## src/rtl/decode_stage.sv

```systemverilog
// decode_stage: registered RV32 decode pipeline stage.
// Fetch hands over raw instruction words with a valid/ready handshake.
// Each word is decoded combinationally, then captured into a head entry
// and, when BUFFER_DEPTH is 2, a skid entry. Execute drains the head
// through its own valid/ready handshake. A flush drops every buffered
// and incoming word. The decoded_count output counts bundles consumed
// downstream and saturates at its maximum value.
module decode_stage #(
  parameter int COUNTER_WIDTH = 16,
  parameter int BUFFER_DEPTH  = 2,
  parameter bit ENABLE_M      = 1'b1
) (
  input  logic                     clk,
  input  logic                     rst,
  input  logic                     in_valid,
  output logic                     in_ready,
  input  logic [31:0]              in_instruction,
  input  logic [31:0]              in_pc,
  input  logic                     flush,
  output logic                     out_valid,
  input  logic                     out_ready,
  output logic [31:0]              out_pc,
  output logic [31:0]              out_immediate,
  output logic [4:0]               out_rs1,
  output logic [4:0]               out_rs2,
  output logic [4:0]               out_rd,
  output logic                     out_reg_we,
  output logic [2:0]               out_alu_op,
  output logic                     out_alu_sub,
  output logic                     out_alu_signed,
  output logic                     out_use_immediate,
  output logic                     out_is_mul,
  output logic                     out_load_memory,
  output logic                     out_store_memory,
  output logic [1:0]               out_memory_mask,
  output logic                     out_memory_sign_extension,
  output logic                     out_conditional_jump,
  output logic                     out_unconditional_jump,
  output logic                     out_load_pc,
  output logic                     out_store_pc,
  output logic                     out_load_immediate,
  output logic                     out_ebreak,
  output logic                     out_illegal,
  output logic [COUNTER_WIDTH-1:0] decoded_count
);

  // Major opcode groups, keyed on instruction bits [6:2].
  // The two RV64 word groups are accepted as legal no-ops.
  typedef enum logic [4:0] {
    OpLoad    = 5'b00000,
    OpMiscMem = 5'b00011,
    OpImm     = 5'b00100,
    OpAuipc   = 5'b00101,
    OpImm32   = 5'b00110,
    OpStore   = 5'b01000,
    OpReg     = 5'b01100,
    OpLui     = 5'b01101,
    OpReg32   = 5'b01110,
    OpBranch  = 5'b11000,
    OpJalr    = 5'b11001,
    OpJal     = 5'b11011,
    OpSystem  = 5'b11100
  } OpClass;

  typedef struct packed {
    logic [31:0] pc;
    logic [31:0] immediate;
    logic [4:0]  rs1;
    logic [4:0]  rs2;
    logic [4:0]  rd;
    logic        regWe;
    logic [2:0]  aluOp;
    logic        aluSub;
    logic        aluSigned;
    logic        useImmediate;
    logic        isMul;
    logic        loadMemory;
    logic        storeMemory;
    logic [1:0]  memoryMask;
    logic        memorySignExtension;
    logic        conditionalJump;
    logic        unconditionalJump;
    logic        loadPc;
    logic        storePc;
    logic        loadImmediate;
    logic        ebreak;
    logic        illegal;
  } DecodedBundle;

  localparam bit UseSkid = (BUFFER_DEPTH == 2);

  OpClass       opClass;
  logic [2:0]   funct3;
  logic [6:0]   funct7;
  logic [31:0]  immI;
  logic [31:0]  immS;
  logic [31:0]  immB;
  logic [31:0]  immU;
  logic [31:0]  immJ;
  logic         legalGroup;
  logic         regIllegal;
  logic         branchIllegal;
  DecodedBundle decoded;

  DecodedBundle head_q;
  DecodedBundle head_d;
  DecodedBundle skid_q;
  DecodedBundle skid_d;
  logic         headValid_q;
  logic         headValid_d;
  logic         skidValid_q;
  logic         skidValid_d;
  logic [COUNTER_WIDTH-1:0] count_q;
  logic [COUNTER_WIDTH-1:0] count_d;

  logic readyBase;
  logic inFire;
  logic outFire;

  assign opClass = OpClass'(in_instruction[6:2]);
  assign funct3  = in_instruction[14:12];
  assign funct7  = in_instruction[31:25];

  assign immI = {{20{in_instruction[31]}}, in_instruction[31:20]};
  assign immS = {{20{in_instruction[31]}}, in_instruction[31:25], in_instruction[11:7]};
  assign immB = {{19{in_instruction[31]}}, in_instruction[31], in_instruction[7],
                 in_instruction[30:25], in_instruction[11:8], 1'b0};
  assign immU = {in_instruction[31:12], 12'b0};
  assign immJ = {{11{in_instruction[31]}}, in_instruction[31], in_instruction[19:12],
                 in_instruction[20], in_instruction[30:21], 1'b0};

  // Decode the incoming word into a bundle; illegal words keep flowing
  // but lose every architectural side effect.
  always_comb begin
    decoded       = '0;
    legalGroup    = 1'b1;
    regIllegal    = 1'b0;
    branchIllegal = 1'b0;
    decoded.pc    = in_pc;
    decoded.rs1   = in_instruction[19:15];
    decoded.rs2   = in_instruction[24:20];
    decoded.rd    = in_instruction[11:7];
    case (opClass)
      OpLoad: begin
        decoded.immediate           = immI;
        decoded.regWe               = 1'b1;
        decoded.useImmediate        = 1'b1;
        decoded.loadMemory          = 1'b1;
        decoded.memoryMask          = funct3[1:0];
        decoded.memorySignExtension = ~funct3[2];
      end
      OpMiscMem: begin
        decoded.immediate = immI;
      end
      OpImm: begin
        decoded.immediate    = immI;
        decoded.regWe        = 1'b1;
        decoded.useImmediate = 1'b1;
        decoded.aluOp        = funct3;
        decoded.aluSigned    = (funct3 == 3'b101) & funct7[5];
      end
      OpAuipc: begin
        decoded.immediate    = immU;
        decoded.regWe        = 1'b1;
        decoded.useImmediate = 1'b1;
        decoded.loadPc       = 1'b1;
      end
      OpStore: begin
        decoded.immediate    = immS;
        decoded.useImmediate = 1'b1;
        decoded.storeMemory  = 1'b1;
        decoded.memoryMask   = funct3[1:0];
      end
      OpReg: begin
        decoded.regWe     = 1'b1;
        decoded.aluOp     = funct3;
        decoded.aluSub    = (funct3 == 3'b000) & funct7[5];
        decoded.aluSigned = funct7[5];
        decoded.isMul     = (funct7 == 7'b0000001);
        if (funct7 == 7'b0000001) begin
          regIllegal = ~ENABLE_M;
        end else if (funct7 == 7'b0100000) begin
          regIllegal = (funct3 != 3'b000) && (funct3 != 3'b101);
        end else begin
          regIllegal = (funct7 != 7'b0000000);
        end
      end
      OpLui: begin
        decoded.immediate     = immU;
        decoded.regWe         = 1'b1;
        decoded.useImmediate  = 1'b1;
        decoded.loadImmediate = 1'b1;
        decoded.rs1           = 5'd0;
      end
      OpBranch: begin
        decoded.immediate       = immB;
        decoded.conditionalJump = 1'b1;
        decoded.aluOp           = funct3;
        branchIllegal           = (funct3[2:1] == 2'b01);
      end
      OpJalr: begin
        decoded.immediate         = immI;
        decoded.regWe             = 1'b1;
        decoded.useImmediate      = 1'b1;
        decoded.unconditionalJump = 1'b1;
        decoded.storePc           = 1'b1;
      end
      OpJal: begin
        decoded.immediate         = immJ;
        decoded.regWe             = 1'b1;
        decoded.useImmediate      = 1'b1;
        decoded.unconditionalJump = 1'b1;
        decoded.storePc           = 1'b1;
      end
      OpSystem: begin
        decoded.immediate = immI;
        decoded.ebreak    = (funct3 == 3'b000) && (in_instruction[31:20] == 12'd1);
      end
      OpImm32, OpReg32: begin
        legalGroup = 1'b1;
      end
      default: begin
        legalGroup = 1'b0;
      end
    endcase
    decoded.illegal = (in_instruction[1:0] != 2'b11) | ~legalGroup | regIllegal | branchIllegal;
    if (decoded.illegal) begin
      decoded.regWe             = 1'b0;
      decoded.loadMemory        = 1'b0;
      decoded.storeMemory       = 1'b0;
      decoded.conditionalJump   = 1'b0;
      decoded.unconditionalJump = 1'b0;
      decoded.isMul             = 1'b0;
      decoded.ebreak            = 1'b0;
    end
  end

  // Ready to fetch: with a skid entry it depends only on buffer state,
  // with a single entry it may look through to out_ready.
  always_comb begin
    readyBase = UseSkid ? ~skidValid_q : (~headValid_q | out_ready);
    in_ready  = readyBase & ~flush & ~rst;
    inFire    = in_valid & in_ready;
    outFire   = headValid_q & out_ready & ~flush;
  end

  // Buffer and counter next state: flush empties everything, otherwise
  // the skid refills the head first and new words fill the first free slot.
  always_comb begin
    head_d      = head_q;
    skid_d      = skid_q;
    headValid_d = headValid_q;
    skidValid_d = skidValid_q;
    count_d     = count_q;
    if (flush) begin
      head_d      = '0;
      skid_d      = '0;
      headValid_d = 1'b0;
      skidValid_d = 1'b0;
    end else begin
      if (outFire) begin
        if (skidValid_q) begin
          head_d      = skid_q;
          skidValid_d = 1'b0;
        end else begin
          headValid_d = inFire;
          if (inFire) begin
            head_d = decoded;
          end
        end
      end else if (inFire) begin
        if (headValid_q) begin
          skid_d      = decoded;
          skidValid_d = 1'b1;
        end else begin
          head_d      = decoded;
          headValid_d = 1'b1;
        end
      end
      if (outFire && (count_q != '1)) begin
        count_d = count_q + COUNTER_WIDTH'(1);
      end
    end
  end

  // State registers with synchronous reset.
  always_ff @(posedge clk) begin
    if (rst) begin
      head_q      <= '0;
      skid_q      <= '0;
      headValid_q <= 1'b0;
      skidValid_q <= 1'b0;
      count_q     <= '0;
    end else begin
      head_q      <= head_d;
      skid_q      <= skid_d;
      headValid_q <= headValid_d;
      skidValid_q <= skidValid_d;
      count_q     <= count_d;
    end
  end

  assign out_valid                 = headValid_q;
  assign out_pc                    = head_q.pc;
  assign out_immediate             = head_q.immediate;
  assign out_rs1                   = head_q.rs1;
  assign out_rs2                   = head_q.rs2;
  assign out_rd                    = head_q.rd;
  assign out_reg_we                = head_q.regWe;
  assign out_alu_op                = head_q.aluOp;
  assign out_alu_sub               = head_q.aluSub;
  assign out_alu_signed            = head_q.aluSigned;
  assign out_use_immediate         = head_q.useImmediate;
  assign out_is_mul                = head_q.isMul;
  assign out_load_memory           = head_q.loadMemory;
  assign out_store_memory          = head_q.storeMemory;
  assign out_memory_mask           = head_q.memoryMask;
  assign out_memory_sign_extension = head_q.memorySignExtension;
  assign out_conditional_jump      = head_q.conditionalJump;
  assign out_unconditional_jump    = head_q.unconditionalJump;
  assign out_load_pc               = head_q.loadPc;
  assign out_store_pc              = head_q.storePc;
  assign out_load_immediate        = head_q.loadImmediate;
  assign out_ebreak                = head_q.ebreak;
  assign out_illegal               = head_q.illegal;
  assign decoded_count             = count_q;

endmodule

```

## config.mk

```make
export PLATFORM = sky130hd
export DESIGN_NAME = decode_stage
export DESIGN_NICKNAME = d
export VERILOG_FILES = /design/src/rtl/decode_stage.sv
export SDC_FILE = /design/constraint.sdc
export NUM_CORES = 1
export LEC_CHECK = 0
export CORE_MARGIN = 4
export CORE_UTILIZATION = 60
export CTS_CLUSTER_SIZE = 24
export DETAILED_ROUTE_END_ITERATION = 7
export DONT_BUFFER_PORTS = 1
export PLACE_DENSITY = 0.77
export REMOVE_ABC_BUFFERS = 1
export SLEW_MARGIN = 20
export SYNTH_ARGS = -nofsm -noshare
export SYNTH_HDL_FRONTEND = slang
export SYNTH_SLANG_ARGS = --single-unit
```

## constraint.sdc

```tcl
create_clock -name clk -period 2.5 [get_ports clk]
set_input_delay 0.25 -clock clk [delete_from_list [all_inputs] [get_ports clk]]
set_output_delay 0.25 -clock clk [all_outputs]
set_load 0.02 [all_outputs]
```

==> results_dict.tcl, run 1 <==
set metrics [dict create \
    endpoint_kind "flip-flop" \
    numCtsBuffers 23 \
    fin_nets 1195 \
    htree_levels 1 \
    grt_pass1_vias 8032 \
    synth-compound-area-share 0.271 \
    clk_pin_slew_ns 0.06 \
    viasPerCell 6.52 \
    root_buffer "clkbuf_16" \
    routed_wl_um 26500 \
    peakVddDrop_mv 0.496 \
    ys_types 65 \
    area_growth_pct 16.4 \
    r2r_setup_slack_ns 0.34 \
    clkLatencyLatePin_ns 0.51 \
    timing.rr.start "skidValid_q" \
    muxShareOfSynthArea 0.00947 \
    syn_inst 1109 \
    drt_iter0_markers 785 \
    synth.cell_area_mm2 0.00925 \
    routedWlPerCell_um 19.9 \
    cp.depth 5 \
    final_util 0.711 \
    synth-xor-area-share 0.00379 \
    cp_top_family "simple AND/OR/NAND/NOR gates" \
    regToRegEndpoint "skid_q[2]" \
    post_cts.repair.setup_buffers 0 \
    ctsHoldBuffers 63 \
    max_slew_margin 0.348 \
    skew_ns 0.0114 \
    max_clock_freq_mhz 463 \
    grt_start_max_net_pins 69 \
    status "finished clean" \
    crit_arrival_ns 2.60 \
    p_per_area_mw_per_mm2 677 \
    rows 45 \
    dp_slack_ns 0.367 \
    power_switching_uw 1660 \
    cap_violations 0 \
    critPathMaxFanout 68 \
    finalHoldViolations 0 \
    setup_ws_ns 0.342 \
    max_stage_delay_ns 0.66 \
    ys_warn_count 0 \
    synth-edff-count 0 \
    postRouteAntennaNets 0 \
    core-area_mm2 0.0151 \
    combPwrFrac 0.060 \
    cp-endpoint "skid_q[2]" \
    via_count 8666 \
    drc_errors 0 \
    die_x_um 132 \
    setup_viol 0 \
    p_sw_frac 0.228 \
    ys_seq_area_frac 0.468 \
    clockBufferDepth 3 \
    num-fill-cells 1164 \
    r2r_cells 5 \
    grt_pass1_wl_um 42300 \
    gp_congestion 0.872 \
    grt_usage 0.286 \
    drive_gt1_frac 0.101 \
    clkSinkCount 216 \
    worst_pin_slew_ns 0.976 \
    io_buffers 0 \
    rsz0062_at_grt "false" \
    cts_tree "built" \
    critPathSlowestCell "or4b_2" \
    crit_buf_inv 1 \
    critical_path_class "reg2reg" \
    dpl.hpwl_um 15800 \
    worstPathRequired_ns 2.94 \
    synthFlopType "dfxtp_1" \
    power_frac_seq 0.482 \
    slew_violations 0 \
    ys_seq_elements 216 \
    leakagePower_uw 0.00338 \
    period_minus_slack_ns 2.16 \
    synthArstFlopShare 0 \
    antenna_found_initial 1 \
    grt.overflow.total 0 \
    fin_crit_sh 0.863 \
    dr.pass1.iters 8 \
    min_path_type "in2reg" \
    die_area_mm2 0.0175 \
    synth_fa_ha_area_frac 0.00135 \
    boundaryPins 186 \
    crit_chain "or3b_1 -> or4b_2 -> buf_12 -> or2_1 -> a21oi_1" \
    clkPwrFrac 0.458 \
    initial_core_util 0.611 \
    syn_area_per_cell_um2 8.34 \
    internal_power_uw 5630 \
    yosys.area_share.simple 0.196 \
    start_kind "flip-flop" \
    cp-startpoint "skidValid_q" \
    synth_top_family_by_area "compound AO/OA/AOI/OAI gates" \
    fp.dieH_um 132 \
    ctsResizeCount 0 \
]
sequential cells by signal, summed over array words and instances (netlist names), 2 cells and up:
register         count
out_alu_op           3
out_pc              32
out_memory_mask      2
skid_q              99
out_rd               5
out_immediate       32
out_rs2              5
decoded_count       16
out_rs1              5
routing by layer:
layer  vias up  GRT usage  share of wire
li1       4130          -              -
met1      4059      0.385           0.41
met2       419      0.458           0.47
met3        56     0.0683           0.10
met4         2     0.0887          0.026
met5         -          0        0.00049
power by group through the flow:
stage	clock network, uW	registers (uW)	logic [uW]
after floorplan	0	3580	218
after global placement	0	3590	313
after detailed placement	0	3590	315
after CTS	3390	3510	432
after global routing	3510	3510	472
final	3340	3510	440
cells in the final DEF (no fill, tap or decap), drive strengths merged, types with 6 or more instances in the layout:
cell type / n
buf: 33
clkinv: 7
a31oi: 18
a41oi: 16
mux2: 6
nand3b: 7
a32oi: 7
a211oi: 6
o22ai: 38
or2: 6
nand3: 20
nor2b: 7
dfxtp: 216
a31o: 18
clkbuf: 30
o21ai: 42
inv: 10
nor2: 55
a21oi: 130
a22oi: 42
dlygate4sd3: 63
o211ai: 30
nand2: 180
a221oi: 8
nand2b: 8
nand4b: 9
nor3: 40
nand4: 10
how the worst min path moves through the flow:
stage,from,end,cells past startpoint
final,rst,decoded_count[2],2
after detailed placement,rst,decoded_count[13],1
after global placement,rst,decoded_count[8],1
after floorplan,rst,decoded_count[11],1
after global routing,in_pc[17],out_pc[17],2
after CTS,in_pc[17],out_pc[17],2
logic make-up (layout without fill, tap and decap cells):
| kind of cell | Yosys count | count (layout) |
|---|---|---|
| other | 0 | 1 |
| buffers and inverters | 114 | 146 |
| AO/OA/AOI/OAI | 388 | 388 |
| AND/OR/NAND/NOR | 378 | 378 |
| multiplexers | 8 | 8 |
| adder cells (fa/ha/maj) | 1 | 1 |
| flip-flops | 216 | 216 |
| XOR/XNOR | 4 | 4 |
area by class of cell:
class	count	area, um^2	share of cell area
multi-input combinational	779	4490	0.417
sequential	216	4320	0.401
inverter	9	33.8	0.00314
timing repair buffer	96	941	0.0874
clock buffer	30	632	0.0587
clock inverter	11	111	0.0103
antenna	1	2.50	0.000232
tap	188	235	0.0218
cell usage after synthesis (4+ instances only):
master | count | share of area
a211oi_1 | 6 | 0.0049
a21oi_1 | 130 | 0.070
a221oi_1 | 8 | 0.0076
a22oi_1 | 42 | 0.034
a31o_2 | 18 | 0.017
a31oi_1 | 18 | 0.012
a32oi_1 | 7 | 0.0066
a41oi_1 | 16 | 0.015
and4b_1 | 4 | 0.0043
buf_1 | 10 | 0.0041
buf_2 | 19 | 0.010
clkbuf_1 | 74 | 0.030
dfxtp_1 | 216 | 0.47
inv_1 | 9 | 0.0037
mux2_2 | 6 | 0.0073
nand2_1 | 180 | 0.073
nand2b_1 | 8 | 0.0054
nand3_1 | 20 | 0.011
nand3b_1 | 7 | 0.0057
nand4_1 | 10 | 0.0068
nand4b_1 | 9 | 0.0085
nor2_1 | 54 | 0.022
nor2b_1 | 7 | 0.0047
nor3_1 | 40 | 0.022
o211ai_1 | 30 | 0.024
o21ai_0 | 41 | 0.022
o22ai_1 | 38 | 0.026
o2bb2ai_1 | 5 | 0.0047
o31ai_1 | 5 | 0.0041
o32ai_1 | 5 | 0.0047
or2_2 | 5 | 0.0034
or3_1 | 4 | 0.0027
or3b_2 | 4 | 0.0038
or4_1 | 5 | 0.0041
stage by stage:
stage | instances | instance area, um^2 | total power, uW | hold WS, ns | TNS [ns]
3_5_place_dp | 1225 | 9390 | 3900 | 0.324 | 0
3_3_place_gp | 1225 | 9390 | 3900 | 0.323 | 0
6_report | 1330 | 10800 | 7290 | 0.00897 | 0
2_1_floorplan | 1004 | 8820 | 3800 | 0.319 | -775.38
5_1_grt | 1330 | 10800 | 7500 | 0.00751 | 0
4_1_cts | 1329 | 10800 | 7330 | 0.00163 | 0
(Power assumes the default switching activity.)
==> inputs of run 2 (changes only) <==
Settings changed: ABC_AREA set to 1.
==> results_dict.tcl, run 2 <==
set metrics [dict create \
    status "finished clean" \
    fin_crit_sh 0.943 \
    cts_tree "built" \
    dp.cells 1465 \
    grt_pass1_wl_um 42000 \
    critical_path_class "reg2reg" \
    ys_seq_area_frac 0.453 \
    routedWlPerCell_um 16.7 \
    stdcell_count 1571 \
    worst_pin_slew_ns 1.07 \
    total_power_uw 7110 \
    root_buffer "clkbuf_16" \
    ys_seq_elements 216 \
    die_area_mm2 0.0180 \
    area_growth_pct 14.9 \
    p_per_area_mw_per_mm2 648 \
    worstPathRequired_ns 2.93 \
    max_slew_margin 0.284 \
    synth.most_common_cell "nand2_1" \
    initial_core_util 0.621 \
    synth_top_area_cell "dfxtp_1" \
    synth.cell_area_mm2 0.00954 \
    final_cell_mix "nand2_1 (274), dfxtp_1 (214), nor2_1 (206), a21oi_1 (115), inv_1 (112)" \
    leakagePower_uw 0.00452 \
    numCtsBuffers 23 \
    drive_gt1_frac 0.0838 \
    rows 45 \
    antenna_cells 0 \
    skew_ns 0.0123 \
    cap_violations 0 \
    boundaryPins 186 \
    clockBufferDepth 3 \
    setup_viol 0 \
    synth.area.top_cells "dfxtp_1 (45%), nand2_1 (11%), nor2_1 (8.1%)" \
    max_clock_freq_mhz 424 \
    critPathMaxFanout 9 \
    ys_warn_count 0 \
    htree_levels 1 \
    gp_congestion 0.884 \
    drt_iter0_markers 714 \
    period_minus_slack_ns 2.36 \
    finalHoldViolations 0 \
    synth_top_area_frac 0.453 \
    fp.dieH_um 134 \
    final_common_cell "nand2_1" \
    die_x_um 134 \
    dpl.hpwl_um 15500 \
    timing.setup.tns_ns 0 \
    ys_top_cells_by_count "nand2_1 (274), dfxtp_1 (216), nor2_1 (206)" \
    place_area_mm2 0.00957 \
    min_path_type "in2reg" \
    endpoint_kind "flip-flop" \
    start_kind "flip-flop" \
    largest-register "skid_q" \
    synthArstFlopShare 0 \
    viasPerCell 5.61 \
    drc_errors 0 \
    fin_area_mm2 0.0110 \
    synth-edff-count 0 \
    clkLatencyLatePin_ns 0.50 \
    clk_pin_slew_ns 0.06 \
    dr.pass1.iters 5 \
    holdWs_ns 0.0131 \
    antenna_found_initial 0 \
    io_buffers 0 \
    slew_violations 0 \
    core-area_mm2 0.0154 \
    crit_arrival_ns 2.78 \
    via_count 8819 \
    syn_inst 1314 \
    grt_pass1_vias 8416 \
    routed_wl_um 26300 \
    peakVddDrop_mv 0.575 \
    postRouteAntennaNets 0 \
    fin_nets 1418 \
    largest_reg_flops 99 \
    clkSinkCount 216 \
    grt.overflow.total 0 \
    synthFlopType "dfxtp_1" \
    grt_start_max_net_pins 105 \
    ys_types 39 \
    grt_usage 0.280 \
    syn_area_per_cell_um2 7.26 \
]
==> run 2: cell types whose count changed after synthesis, sizes merged, moves of 30 or more <==
cell / delta
inv: +114
nor2: +167
a22oi: -38
o21ai: +80
o22ai: -38
nand2: +106
clkbuf: -42
nor3: -30
nand3: +30
==> run 2: final timing paths <==
kind | cells past startpoint | to | startpoint | slack [ns]
hold reg to reg | 2 | skid_q[8] | skid_q[8] | 0.47
setup reg to reg | 8 | decoded_count[12] | decoded_count[12] | 0.14
setup / recovery | 8 | decoded_count[12] | decoded_count[12] | 0.14
hold / removal | 4 | skid_q[59] | in_instruction[24] | 0.01
==> run 2: timing repair <==
action | in CTS | in global routing
endpoints found under the hold margin | 142 | 0
setup buffers | 0 | 3
hold buffers | 65 | 0
resized for setup | 0 | 7
endpoints found under the setup margin | 0 | 54
==> run 2: final cells by class <==
type	instances	area (um^2)
fill	1243	4400
multi-input combinational	896	4360
sequential	216	4330
timing repair buffer	87	860
clock buffer	29	628
inverter	124	469
tap	211	264
clock inverter	8	65.1
==> run 2: cell families (layout without fill, tap and decap cells) <==
group / Yosys count / in the layout / share of synthesized area
buffers and inverters: 203 / 248 / 0.0931
flip-flops: 216 / 216 / 0.453
XOR/XNOR: 13 / 13 / 0.0119
adder cells (fa/ha/maj): 1 / 1 / 0.00131
AO/OA/AOI/OAI: 306 / 306 / 0.180
AND/OR/NAND/NOR: 575 / 576 / 0.261
==> run 2: layer usage <==
metal,track usage,share of wire,vias up
li1,-,-,4349
met1,0.364,0.41,4061
met2,0.464,0.46,345
met3,0.0664,0.092,64
met4,0.0877,0.031,0
met5,0,0,-
==> run 2: through the flow <==
stage | setup slack, ns | util
2_1_floorplan | -0.561 | -
3_3_place_gp | 0.444 | 0.623
3_5_place_dp | 0.345 | 0.623
4_1_cts | 0.0000524 | 0.710
5_1_grt | -0.00725 | 0.714
6_report | 0.143 | 0.714
==> run 2: critical path, cell delays in order (launching register included) <==
cell,delay [ns]
dfxtp_1,0.48
inv_1,0.13
nor4_1,0.29
nand3_1,0.22
nand2_4,0.14
buf_4,0.17
nand2_1,0.06
a21oi_1,0.19
dlygate4sd3_1,0.61
==> run 2: power by group <==
group / switching [uW] / total [uW] / internal [uW]
registers: 39.3 / 3500 / 3460
logic: 280 / 435 / 155
clock network: 1310 / 3170 / 1860
==> inputs of run 3 (changes only) <==
Settings changed: CORE_ASPECT_RATIO set to 0.5, CTS_BUF_LIST set to sky130_fd_sc_hd__clkbuf_4.
Clock period 2.5 ns to 2.8 ns, I/O delays scaled along.
==> results_dict.tcl, run 3 (synthesis gave the netlist of run 2 again) <==
set metrics [dict create \
    die_x_um 186 \
    gp_congestion 0.890 \
    clkPwrFrac 0.421 \
    hold_depth 5 \
    critPathSlowestCell "dfxtp_1" \
    grt_pass1_wl_um 43500 \
    largest_reg_flops 99 \
    dpl.hpwl_um 15500 \
    largest-register "skid_q" \
    viasPerCell 5.62 \
    slew_violations 0 \
    regToRegEndpoint "out_pc[21]" \
    area_growth_pct 14.0 \
    routedWlPerCell_um 16.7 \
    cp_top_family "buffers and inverters" \
    via_count 9073 \
    cp.depth 8 \
    boundaryPins 186 \
    p_per_area_mw_per_mm2 559 \
    crit_arrival_ns 3.14 \
    fin_crit_sh 0.949 \
    routed_wl_um 26900 \
    finalHoldViolations 0 \
    use_met2 0.446 \
    drc_errors 0 \
    critPathMaxFanout 65 \
    root_buffer "clkbuf_4" \
    min_path_type "in2reg" \
    htree_levels 2 \
    final_common_cell "nand2_1" \
    max_stage_delay_ns 0.56 \
    fin_nets 1441 \
    grt_use_met1 0.363 \
    power_frac_seq 0.514 \
    endpoint_kind "flip-flop" \
    initial_core_util 0.616 \
    r2r_setup_slack_ns 0.14 \
    r2r_cells 8 \
    cts_tree "built" \
    final_util 0.702 \
    critical_path_class "reg2reg" \
    peakVddDrop_mv 0.397 \
    stdcell_count 1613 \
    clockBufferDepth 3 \
    antenna_found_initial 2 \
    drive_gt1_frac 0.0995 \
    max_clock_freq_mhz 377 \
    grt_pass1_vias 8645 \
    crit_chain "nand2_1 -> nor2_4 -> nor2_4 -> nor2_8 -> buf_6 -> inv_2 -> o221ai_1 -> nor2_1" \
    worst_pin_slew_ns 1.01 \
    min_to "skid_q[12]" \
    rows 32 \
    skew_ns 0.0240 \
    top_usage_layer "met2" \
    hp-start "in_instruction[26]" \
    clkLatencyLatePin_ns 0.62 \
    postRouteAntennaNets 0 \
    status "finished clean" \
    max_slew_margin 0.324 \
    rsz0062_at_grt "false" \
    internal_power_uw 4550 \
    io_buffers 0 \
    clkSinkCount 216 \
    grt.overflow.total 0 \
    crit_buf_inv 2 \
    start_kind "flip-flop" \
    p_sw_frac 0.253 \
    grt_start_max_net_pins 99 \
    drt_iter0_markers 823 \
    die_area_mm2 0.0181 \
    dp.cells 1451 \
    grt_use_met3 0.0955 \
    clk_pin_slew_ns 0.08 \
    fp.dieH_um 97.2 \
    combPwrFrac 0.066 \
    cpMostUsedCell "nor2_4" \
    leakagePower_uw 0.00451 \
    cap_violations 0 \
    period_minus_slack_ns 2.66 \
    dr.pass1.iters 5 \
    timing.rr.start "out_valid" \
    post_cts.repair.setup_buffers 0 \
    core-area_mm2 0.0155 \
    final_cell_mix "nand2_1 (274), dfxtp_1 (216), nor2_1 (206), a21oi_1 (115), inv_1 (112)" \
    holdWs_ns 0.0407 \
    setup_viol 0 \
    power_switching_uw 1540 \
    numCtsBuffers 48 \
    grt_usage 0.281 \
    worstPathRequired_ns 3.29 \
]
==> run 3: cell count changes in the layout (fill, tap and decap cells not counted), sizes merged, moves of 2 or more <==
cell and change:
clkinv +6, diode +2, buf -10, inv +2
dlygate4sd3 +9, clkbuf +40
==> run 3: worst max-delay path by stage <==
| stage | start | endpoint |
|---|---|---|
| global placement | out_valid | out_use_immediate |
| floorplan | rst | out_use_immediate |
| detailed placement | out_valid | out_use_immediate |
| CTS | out_valid | out_use_immediate |
| global route | out_valid | out_alu_op[0] |
| finish | out_valid | out_pc[21] |
==> run 3: cell type report <==
class / count / area [um^2]
tap: 204 / 255
sequential: 216 / 4320
inverter: 124 / 468
timing repair buffer: 85 / 841
antenna: 2 / 5.00
clock buffer: 69 / 518
clock inverter: 17 / 118
multi-input combinational: 896 / 4350
fill: 1258 / 4610
==> run 3: repair_timing <==
item,in CTS,in global routing
setup endpoints to repair,0,47
endpoints found under the hold margin,199,0
hold buffers,73,0
resized for setup,0,3
==> run 3: per-layer routing <==
layer | routed length, um | up-vias | part of all wire
met5 | 0 | - | 0
met4 | 744 | 0 | 0.028
met3 | 2750 | 74 | 0.10
met2 | 12200 | 383 | 0.45
met1 | 11200 | 4191 | 0.42
li1 | - | 4425 | -
==> run 3: worst register-to-register path, cell delays in order (launching register included) <==
cell and delay, ns:
dfxtp_1 0.56, nand2_1 0.16, nor2_4 0.22, nor2_4 0.08
nor2_8 0.21, buf_6 0.48, inv_2 0.41, o221ai_1 0.33
nor2_1 0.09
==> run 3: metrics by stage <==
step / setup TNS (ns) / total power [uW] / area (um^2) / worst slack [ns]
after floorplan: -28.36 / 3400 / 9120 / -0.291
after global placement: 0 / 3470 / 9490 / 0.117
after detailed placement: 0 / 3480 / 9490 / 0.0435
after CTS: 0 / 6130 / 10900 / 0.0203
after global routing: 0 / 6360 / 10900 / 0.0223
final: 0 / 6090 / 10900 / 0.144
==> run 3: power by group through the flow <==
stage / sequential, uW / clock [uW] / combinational (uW)
global placement: 3200 / 0 / 274
detailed placement: 3200 / 0 / 281
global route: 3130 / 2800 / 435
finish: 3130 / 2560 / 400
CTS: 3130 / 2620 / 388
floorplan: 3190 / 0 / 208
